File: src/rtl/prim_slice_serializer.sv
// rtl/prim_slice_serializer.sv - streams one InW-bit word as OutW-bit slices, LSB slice first
//
// A word is captured through the input valid/ready handshake. The held word is then
// presented one OutW-bit slice per handshake on the output side. The slice index
// runs from 0 to NumSlices-1. If InW is not a multiple of OutW, the last slice is
// zero-padded in its upper bits.
//
// Optional feature macro: PRIM_SLICE_SERIALIZER_PREFETCH_EN
//   When it is defined, a new word can be accepted in the same cycle as the
//   last-slice handshake, so back-to-back words stream with no bubble. This adds
//   a combinational path from ready_i to ready_o.
//   When it is undefined, words are accepted only in IDLE, which costs one bubble
//   per word.
//
// Ports:
//   clk_i    in   1       clock, all state on the rising edge
//   rst_i    in   1       asynchronous active-high reset
//   clear_i  in   1       synchronous abort; drops the held word and returns to IDLE
//   valid_i  in   1       input word valid
//   ready_o  out  1       input word accepted when valid_i & ready_o
//   data_i   in   InW     input word
//   valid_o  out  1       slice valid
//   ready_i  in   1       slice consumed when valid_o & ready_i
//   data_o   out  OutW    current slice, zero-padded above InW
//   idx_o    out  IndexW  index of the current slice
//   last_o   out  1       current slice is the final one of the word
module prim_slice_serializer #(
    parameter  int InW       = 64,
    parameter  int OutW      = 8,
    localparam int NumSlices = (InW + OutW - 1) / OutW,
    localparam int IndexW    = (NumSlices > 1) ? $clog2(NumSlices) : 1
) (
    input  logic              clk_i,
    input  logic              rst_i,
    input  logic              clear_i,
    input  logic              valid_i,
    output logic              ready_o,
    input  logic [InW-1:0]    data_i,
    output logic              valid_o,
    input  logic              ready_i,
    output logic [OutW-1:0]   data_o,
    output logic [IndexW-1:0] idx_o,
    output logic              last_o
);

    localparam int                PadW    = OutW * (2 ** IndexW);
    localparam logic [IndexW-1:0] LastIdx = IndexW'(NumSlices - 1);

    if (InW < 1) begin : g_bad_inw
        $error("prim_slice_serializer: InW must be >= 1");
    end
    if (OutW < 1) begin : g_bad_outw
        $error("prim_slice_serializer: OutW must be >= 1");
    end
    if (NumSlices > (2 ** IndexW)) begin : g_bad_idxw
        $error("prim_slice_serializer: NumSlices does not fit in IndexW");
    end

    typedef enum logic {
        IDLE = 1'b0,
        SEND = 1'b1
    } state_t;

    state_t            state_q, state_d;
    logic [InW-1:0]    word_q, word_d;
    logic [IndexW-1:0] idx_q, idx_d;
    logic [PadW-1:0]   padded;
    logic              out_hs;
    logic              accept;

    always_ff @(posedge clk_i or posedge rst_i) begin
        if (rst_i) begin
            state_q <= IDLE;
            idx_q   <= '0;
            word_q  <= '0;
        end else begin
            state_q <= state_d;
            idx_q   <= idx_d;
            word_q  <= word_d;
        end
    end

    // Zero-extend the word so every index selects a full in-range slice.
    // This also supplies the padding of the final slice.
    assign padded = PadW'(word_q);
    assign data_o = padded[OutW * int'(idx_q) +: OutW];
    assign idx_o  = idx_q;

    always_comb begin
        valid_o = (state_q == SEND);
        last_o  = valid_o && (idx_q == LastIdx);
        out_hs  = valid_o && ready_i;
`ifdef PRIM_SLICE_SERIALIZER_PREFETCH_EN
        ready_o = !clear_i && ((state_q == IDLE) || (out_hs && last_o));
`else
        ready_o = !clear_i && (state_q == IDLE);
`endif
        accept  = valid_i && ready_o;

        state_d = state_q;
        idx_d   = idx_q;
        word_d  = word_q;

        if (clear_i) begin
            // The held word is left as is; it is never presented again.
            state_d = IDLE;
            idx_d   = '0;
        end else begin
            case (state_q)
                IDLE: begin
                    if (accept) begin
                        word_d  = data_i;
                        idx_d   = '0;
                        state_d = SEND;
                    end
                end
                SEND: begin
                    if (out_hs) begin
                        if (last_o) begin
                            idx_d = '0;
                            if (accept) begin
                                // Prefetched word: continue in SEND without a bubble.
                                word_d = data_i;
                            end else begin
                                state_d = IDLE;
                            end
                        end else begin
                            idx_d = idx_q + 1'b1;
                        end
                    end
                end
                default: begin
                    state_d = IDLE;
                    idx_d   = '0;
                end
            endcase
        end
    end

    // A stalled slice must not change until it is consumed.
    property p_hold_when_stalled;
        @(posedge clk_i) disable iff (rst_i)
            (valid_o && !ready_i && !clear_i) |=> ($stable(data_o) && $stable(idx_o));
    endproperty
    a_hold_when_stalled: assert property (p_hold_when_stalled);

endmodule

File: config.mk
export PLATFORM = sky130hd
export DESIGN_NAME = prim_slice_serializer
export DESIGN_NICKNAME = d
export VERILOG_FILES = /design/src/rtl/prim_slice_serializer.sv
export SDC_FILE = /design/constraint.sdc
export NUM_CORES = 1
export LEC_CHECK = 0
export BUFFER_PORTS_ARGS = -buffer_cell sky130_fd_sc_hd__buf_2
export CORE_MARGIN = 2
export CORE_UTILIZATION = 47
export DETAILED_ROUTE_END_ITERATION = 12
export GPL_TIMING_DRIVEN = 0
export MAX_ROUTING_LAYER = met4
export PLACE_DENSITY = 0.82
export SLEW_MARGIN = 15
export SYNTH_ARGS = -nofsm -noshare
export SYNTH_HDL_FRONTEND = slang
export SYNTH_SLANG_ARGS = --single-unit
export TNS_END_PERCENT = 20
File: constraint.sdc
create_clock -name clk_i -period 1.9 [get_ports clk_i]
set_input_delay 0.285 -clock clk_i [delete_from_list [all_inputs] [get_ports clk_i]]
set_output_delay 0.285 -clock clk_i [all_outputs]
set_load 0.05 [all_outputs]
## Yosys cells after proc, flatten, opt, wreduce, memory -nomap -nowiden

Index checks and enable logic that the tools add are counted.

| cells by class | value |
|---|---|
| $add $sub $neg | 1 |
| equality and inequality tests | 5 |
| shifts and indexed selects | 1 |
| muxes and demuxes | 14 |
| bitwise logic cells | 2 |
| reductions and logical operators | 7 |

Operators by type and width:

| operator | count |
|---|---|
| 64-bit 2-to-1 mux | 3 |
| 64-bit one-hot mux with 2 select lines | 1 |
| 64-bit by 7-bit variable part select with 8-bit output | 1 |
| 3-bit 2-to-1 mux | 4 |
| 3-bit one-hot mux with 2 select lines | 1 |
| 1-bit logical AND | 4 |
| 1-bit 2-to-1 mux | 4 |
| 3-bit by 1-bit adder with 3-bit output (second input constant) | 1 |
| 3-bit == test (second input constant) | 1 |
| 3-bit by 2-bit inequality test with 1-bit output (second input constant) | 1 |
| 3-bit inequality test (second input constant) | 1 |
| 3-bit AND reduction | 1 |
| 2-bit by 1-bit inequality test with 1-bit output (second input constant) | 1 |
| 2-bit inequality test (second input constant) | 1 |
| 1-bit NOT | 2 |
| 1-bit one-hot mux with 2 select lines | 1 |
| 2-bit AND reduction | 1 |
| 1-bit logical NOT | 1 |

| storage, ports and cells | value |
|---|---|
| flip-flop bits (word level) | 68 |
| input bits | 69 |
| output and inout bits | 14 |

## Logic depth before layout (Yosys ltp)

Gate-level depths: netlist of the first run.

| logic depth | value |
|---|---|
| depth after elaboration | 8 |
| depth in mapped cells | 6 |
| gate-level depth less buffers | 4 |

## Worst setup path before layout of the first run

No wires, ideal clock.

| path | value |
|---|---|
| kind | flip-flop to flip-flop |
| start point | register state_q, in the netlist valid_o |
| end point | register word_q[1], in the netlist padded[1] |
| library setup time | 0.125 ns |
| data arrival time | 2.051 ns |
| data required time | 1.775 ns |
| path slack | -0.276 ns |
| stages on the path, launching flop included | 7 |
| buffers on the path | 3 |
| period minus slack after synthesis | 2.176 ns |
| cells stage by stage | dfrtp_1 > buf_2 > nor2_2 > and2_1 > buf_6 > buf_6 > mux2_2 |

| between the ends | value |
|---|---|
| longest elaborated chain between the ends | 7 |

Ends and longest elaborated chain:

| element | line | source |
|---|---|---|
| start: declaration | 64 | `state_t state_q, state_d;` |
| start signal: assignment | 77 | `state_q <= state_d;` |
| 1-bit NOT (*) | - |  |
| 1-bit logical AND (*) | 96 | `ready_o = !clear_i && (state_q == IDLE);` |
| via ready_o | 37 | `output logic ready_o,` |
| 1-bit logical AND (*) | 98 | `accept = valid_i && ready_o;` |
| 64-bit 2-to-1 mux (*) | - |  |
| 64-bit 2-to-1 mux (2 in series) | - |  |
| 64-bit one-hot mux with 2 select lines (*) | 109 | `case (state_q)` |
| end signal: assignment | 79 | `word_q <= word_d;` |
| end: declaration | 65 | `logic [InW-1:0] word_q, word_d;` |

The timed path passes the listed nets; every way through them passes the cells marked *. The select of a mux whose other input is x is not followed.
A chain may end at the register's enable or synchronous reset.

## Final worst setup path of the first run

| path | value |
|---|---|
| start point | register idx_q[0], in the netlist idx_o[0] |
| end point | output data_o[7] |

| between the ends | value |
|---|---|
| longest elaborated chain between the ends | 1 |

Ends and longest elaborated chain:

| element | line | source |
|---|---|---|
| start: declaration | 66 | `logic [IndexW-1:0] idx_q, idx_d;` |
| start signal: assignment | 78 | `idx_q <= idx_d;` |
| 64-bit by 7-bit variable part select with 8-bit output | 86 | `assign data_o = padded[OutW * int'(idx_q) +: OutW];` |
| end: declaration | 41 | `output logic [OutW-1:0] data_o,` |

No other way between the ends.

==> results of run 1 <==
[cells by family after synthesis]
group,count (synthesis),synth area share
flip-flops,68,0.536
multiplexers,89,0.391
AND/OR/NAND/NOR,10,0.0166
buffers and inverters,14,0.0402
adder cells (fa/ha/maj),2,0.00788
AO/OA/AOI/OAI,4,0.00867
[worst max path at each step]
| stage | start | slack [ps] | depth (start not counted) | end |
|---|---|---|---|---|
| 2_1_floorplan | idx_o[0] | -200 | 4 | data_o[6] |
| 3_3_place_gp | idx_o[2] | -220 | 5 | data_o[0] |
| 3_5_place_dp | idx_o[2] | -220 | 5 | data_o[0] |
| 4_1_cts | idx_o[0] | -400 | 5 | data_o[7] |
| 5_1_grt | idx_o[0] | -430 | 5 | data_o[7] |
| 6_report | idx_o[0] | -360 | 5 | data_o[7] |
[sequential cells by signal, summed over array words and instances (netlist names)]
register,count
padded,64
idx_o,3
valid_o,1
[cell usage in the layout (no fill, tap or decap), drive strengths merged, types with 2 or more instances in the layout]
cell,n
mux2,72
clkinvlp,2
nand2,3
mux4,16
buf,99
ha,2
dfrtp,68
a21oi,2
nor2,3
clkbuf,12
and2,2
bufinv,2
[critical path: stages, from the launching register on]
cell                      delay (ps)
sky130_fd_sc_hd__dfrtp_1         420
sky130_fd_sc_hd__buf_6           170
sky130_fd_sc_hd__buf_12          120
sky130_fd_sc_hd__mux4_2          500
sky130_fd_sc_hd__mux2_4          270
sky130_fd_sc_hd__buf_6           150
[cell type report]
type                            count  area (sq um)
Clock buffer                       12           145
Multi-Input combinational cell    105          1330
Timing Repair Buffer               86           526
Fill cell                         512          2430
Sequential cell                    68          1700
Inverter                            1          7.51
Buffer                             13           148
Clock inverter                      4          72.6
Tap cell                           77          96.3
[per-layer routing]
layer,up-vias,wire length [um],GRT usage,part of all wire
met1,1022,3020,0.258,0.44
met2,68,3460,0.335,0.50
met4,0,51,0.0611,0.0073
met5,-,0,-,0
met3,5,415,0.0619,0.060
li1,903,-,-,-
[timing repair]
| action | in CTS | in global routing |
|---|---|---|
| resized for setup | 32 | 0 |
| cloned | 1 | 0 |
| endpoints found under the setup margin | 8 | 9 |
| setup buffers | 2 | 0 |
[power breakdown]
part | switching (mW) | leakage [nW] | internal [mW]
combinational | 0.387 | 0.888 | 0.495
sequential | 0.139 | 0.805 | 1.71
clock | 0.544 | 0.107 | 0.774
total | 1.07 | 1.80 | 2.98
==> summary.log, run 1 <==
qor: sta.min_period_over_period 1.19
qor: synthesis.synth.cell_area 3180 sq um
qor: synthesis.synthesis.nets 258
qor: power_and_ir_drop.ir_worst_vdd 0.000708 V
qor: detailed_routing.via_count 1,998
qor: clocking.clk_pin_slew_worst_paths 70 ps
qor: sta.timing.hold.ws 63.5 ps
qor: sta.timing.slew.headroom 0.487
qor: final_layout.areaGrowthSynthToFinish 27.0%
qor: floorplan.fp.dieH 86.2 um
qor: detailed_routing.tritonroute_pass_1_iters 4
qor: synthesis.yosysWarningCount 0
qor: grt.antenna_found_initial 0
qor: detailed_routing.viasPerCell 5.46
qor: run.max-cap-violations 0
qor: grt.number_of_global_route_vias_before_repair 2,139
qor: synthesis.synthDistinctLibCells 22
qor: synthesis.synth_area_leaders sky130_fd_sc_hd__dfrtp_1 54%, sky130_fd_sc_hd__mux2_2 23%, sky130_fd_sc_hd__mux4_1 12%
qor: detailed_routing.ant_nets 0
qor: floorplan.initial_core_utilization 0.492
qor: final_layout.n_antenna_cell 0
qor: setup_path.ff2ff_setup_slack 300 ps
qor: clocking.clock_insertion_delay_worst_skew 340 ps
qor: synthesis.synth-seq-cells 68
qor: power_and_ir_drop.power_density 1000 nW/um^2
qor: synthesis.number_of_flops_mapped_to_enable_cells_by_yosys 0
qor: clocking.htree_num_levels 3
qor: setup_path.end_kind primary output
qor: setup_path.worst_ep_arrival_time 1980 ps
qor: setup_path.r2r_cells 6
qor: sta.fmax 442 MHz
qor: final_layout.post_route_cells_drive_above_1_share 0.664
qor: final_layout.fin_area 4030 sq um
qor: final_layout.finish.utilization 0.624
qor: synthesis.synth.largest_area_cell sky130_fd_sc_hd__dfrtp_1
qor: detailed_routing.wl 6950 um
qor: grt.grt_first_pass_wirelength 11,000 um
qor: clocking.cts_tree yes
qor: synthesis.synth_common_cells 68 x sky130_fd_sc_hd__dfrtp_1, 64 x sky130_fd_sc_hd__mux2_2, 14 x sky130_fd_sc_hd__mux4_1
qor: setup_path.type_of_element_launching_the_critical_path flip-flop
qor: sta.timing.setup.tns -2430 ps
qor: setup_path.r2r_end padded[31]
qor: floorplan.rows 29
qor: placed_design.placed_cell_area 3720 sq um
qor: outcome.status finished with violations
qor: placed_design.dp_slack -216 ps
qor: setup_path.critical_path_class reg -> out
qor: placed_design.gp_congestion 0.679
qor: synthesis.postSynthAreaPerCell 17.0 sq um
qor: final_layout.finalNetCount 355
qor: sta.setup_viol 8
qor: clocking.clock-sinks 68
qor: setup_path.rr_startpoint valid_o
qor: power_and_ir_drop.post-layout-total-power 4.05 mW
qor: synthesis.yosysMostFrequentCell sky130_fd_sc_hd__dfrtp_1
qor: synthesis.ys.flop_type sky130_fd_sc_hd__dfrtp_1
qor: sta.fin_worst_skew 4.08 ps
qor: clocking.tritoncts.num_buffers 9
qor: setup_path.critical_path_peak_fanout 5
qor: synthesis.post_synthesis_instance_total 187
qor: placed_design.port-buffer-count 82
qor: placed_design.dp.cells 347
qor: floorplan.core_region_area 6460 sq um
qor: sta.unrepaired_setup_endpoints_after_global_routing yes
qor: grt.grt_max_degree 36
qor: setup_path.required 1620 ps
qor: floorplan.die_width 86.2 um
qor: floorplan.io_pins 83
qor: power_and_ir_drop.p_leak 1.80 nW
qor: synthesis.synth_async_sr_flop_share 1.00
qor: clocking.cts-hold-fix-buffers 0
qor: synthesis.synthDominantCellAreaShare 0.536
qor: min_path.type_of_the_most_critical_hold_path in -> async
qor: placed_design.dpl.hpwl 4930 um
qor: detailed_routing.routedWlPerCell 19.0 um
qor: sta.layout_min_cycle_time 2260 ps
qor: clocking.cts.root.buffer_cell sky130_fd_sc_hd__clkbuf_8
qor: sta.max_slew.worst_pin.slew 768 ps
qor: sta.postLayoutSetupSlackWorst -364 ps
qor: synthesis.sequential_fraction_of_the_synthesis_area 0.536
qor: detailed_routing.drt_drc_violations_left 0
qor: sta.finalMaxSlewViolations 0
qor: detailed_routing.starting_drc_count_in_detailed_routing 50
qor: grt.globalRoute.totalOverflow 0
qor: outcome.failed_checks setup timing
qor: sta.timing.final.hold_violations 0
qor: floorplan.floorplan.die_area 7430 sq um
qor: clocking.clockBufferDepth 2
qor: final_layout.final-instance-count-excl-fill 366
qor: grt.globalRouteTotalUtil 0.208
(Power assumes the default switching activity.)
==> run 2, diff against run 1 <==
Settings changed: CORE_UTILIZATION 47 to 53, PLACE_DENSITY 0.82 to 0.87, REMOVE_ABC_BUFFERS set to 1.
Clock period 1.9 ns to 2.5 ns, I/O delays scaled along.
==> run 2 against run 1 <==
The run now ends clean. Clock skew increased by 0.95 ps. First-iteration DRC count decreased by 20%. Worst hold slack got worse by 21 ps. Largest power group unchanged. Highest routed layer unchanged.
==> summary.log, run 2 (synthesized netlist as in run 1, its figures left out) <==
qor: clocking.cts-hold-fix-buffers 0 [unchanged]
qor: sta.timing.setup.tns 0 ps [+2430 ps]
qor: final_layout.multi_input_comb_area 1350 sq um [+1.1%]
qor: placed_design.placed_cell_area 3580 sq um [-3.8%]
qor: sta.timing.hold.ws 42.3 ps [-21.2 ps]
qor: detailed_routing.routedWlPerCell 15.4 um [-19%]
qor: sta.postLayoutSetupSlackWorst 96.7 ps [+461 ps]
qor: detailed_routing.drt_drc_violations_left 0 [unchanged]
qor: placed_design.dpl.hpwl 3650 um [-26%]
qor: setup_path.type_of_element_launching_the_critical_path flip-flop
qor: grt.antenna_found_initial 0 [unchanged]
qor: sta.timing.slew.headroom 0.465 [-0.0214]
qor: clocking.cts_repair_resize_count 4 [-88%]
qor: final_layout.finalNetCount 339 [-4.5%]
qor: sta.timing.final.hold_violations 0 [unchanged]
qor: final_layout.layout.cells.most_common_list 82 x sky130_fd_sc_hd__buf_2, 66 x sky130_fd_sc_hd__dfrtp_1, 64 x sky130_fd_sc_hd__mux2_2
qor: grt.globalRouteTotalUtil 0.184 [-0.0243]
qor: clocking.htree_num_levels 3 [unchanged]
qor: clocking.clock_insertion_delay_worst_skew 320 ps [-20 ps]
qor: final_layout.final-instance-count-excl-fill 348 [-4.9%]
qor: final_layout.areaGrowthSynthToFinish 18.1%
qor: final_layout.area.sequential 1710 sq um [+0.29%]
qor: detailed_routing.ant_nets 0 [unchanged]
qor: detailed_routing.via_count 1,851 [-7.4%]
qor: setup_path.end_kind primary output
qor: floorplan.fp.dieH 81.4 um [-5.6%]
qor: power_and_ir_drop.ir_worst_vdd 0.000488 V [-31%]
qor: sta.layout_min_cycle_time 2400 ps
qor: placed_design.dp_slack 4.72 ps [+221 ps]
qor: clocking.cts.root.buffer_cell sky130_fd_sc_hd__clkbuf_8
qor: final_layout.fillers 443 [-13%]
qor: floorplan.initial_core_utilization 0.543 [+0.0511]
qor: clocking.clock-sinks 68 [unchanged]
qor: min_path.type_of_the_most_critical_hold_path in -> async
qor: detailed_routing.wl 5350 um [-23%]
qor: final_layout.finish.utilization 0.641 [+0.0168]
qor: power_and_ir_drop.p_leak 1.69 nW [-6.1%]
qor: sta.max_slew.worst_pin.slew 802 ps [+33.7 ps]
qor: grt.grt_max_degree 65 [+81%]
qor: sta.unrepaired_setup_endpoints_after_global_routing no
qor: floorplan.rows 28 [-3.4%]
qor: floorplan.floorplan.die_area 6630 sq um [-11%]
qor: sta.setup_viol 0 [-8]
qor: clocking.cts_tree yes
qor: detailed_routing.starting_drc_count_in_detailed_routing 40 [-20%]
qor: detailed_routing.viasPerCell 5.32 [-2.6%]
qor: outcome.status complete, no violations
qor: setup_path.critical_path_peak_fanout 20 [+15]
qor: power_and_ir_drop.power_density 726 nW/um^2 [-28%]
qor: clocking.tritoncts.num_buffers 9 [unchanged]
qor: floorplan.core_region_area 5850 sq um [-9.4%]
qor: setup_path.worst_ep_arrival_time 2030 ps [+50 ps]
qor: placed_design.port-buffer-count 82 [unchanged]
qor: power_and_ir_drop.post-layout-total-power 2.72 mW [-33%]
qor: clocking.clockBufferDepth 2 [unchanged]
qor: placed_design.gp_congestion 0.690 [+1.5%]
qor: final_layout.layout.cells.most_common sky130_fd_sc_hd__buf_2
qor: setup_path.required 2120 ps [+500 ps]
qor: sta.fin_worst_skew 5.03 ps [+0.952 ps]
qor: final_layout.fin_area 3750 sq um [-7.0%]
qor: clocking.clk_pin_slew_worst_paths 70 ps [about the same]
qor: grt.grt_first_pass_wirelength 8740 um [-21%]
qor: detailed_routing.tritonroute_pass_1_iters 4 [unchanged]
qor: sta.finalMaxSlewViolations 0 [unchanged]
qor: final_layout.n_antenna_cell 0 [unchanged]
qor: clocking.postCtsSetupRepairBufs 0 [-2]
qor: floorplan.die_width 81.4 um [-5.6%]
qor: sta.min_period_over_period 0.961
qor: floorplan.io_pins 83 [unchanged]
qor: grt.number_of_global_route_vias_before_repair 1,944 [-9.1%]
qor: sta.fmax 416 MHz
qor: run.max-cap-violations 0 [unchanged]
qor: final_layout.largest_register_ff_count 64 [unchanged]
qor: setup_path.critical_path_class reg -> out
qor: placed_design.dp.cells 332 [-4.3%]
qor: grt.globalRoute.totalOverflow 0 [unchanged]
qor: final_layout.post_route_cells_drive_above_1_share 0.615 [-0.0490]
## run 2: area by class of cell
cell class	instances	share of cell area
sequential	68	0.456
multi-input combinational	105	0.360
timing repair buffer	83	0.115
clock buffer	14	0.0407
tap	75	0.0250
clock inverter	2	0.00267
inverter	1	0.00167
## run 2: worst paths after layout
check | startpoint | end | slack (ps) | cells after the start
worst max-delay path | idx_o[0] | data_o[0] | 100 | 3
worst min-delay path | rst_i | padded[41] | 40 | 2
worst max register to register | valid_o | padded[23] | 620 | 3
worst min register to register | padded[61] | padded[61] | 480 | 1
max in group asynchronous | rst_i | idx_o[0] | 1910 | 3
min in group clk_i | data_i[19] | padded[19] | 260 | 2
## run 2: metal layers
| metal | track usage | wire length [um] |
|---|---|---|
| met1 | 0.229 | 2350 |
| met5 | - | 0 |
| met4 | 0.0814 | 30 |
| met2 | 0.294 | 2690 |
| met3 | 0.0344 | 280 |
## run 2: power breakdown
group / total [mW] / leakage, nW / switching [mW] / internal [mW]
Clock: 0.753 / 0.0844 / 0.367 / 0.386
Sequential: 1.40 / 0.804 / 0.102 / 1.30
Combinational: 0.568 / 0.802 / 0.253 / 0.315
Total: 2.72 / 1.69 / 0.721 / 2.00
## run 2: worst max-delay path: stages, from the launching register on
cell	delay [ps]
sky130_fd_sc_hd__dfrtp_4	620
sky130_fd_sc_hd__mux4_1	590
sky130_fd_sc_hd__mux2_2	270
sky130_fd_sc_hd__buf_2	210
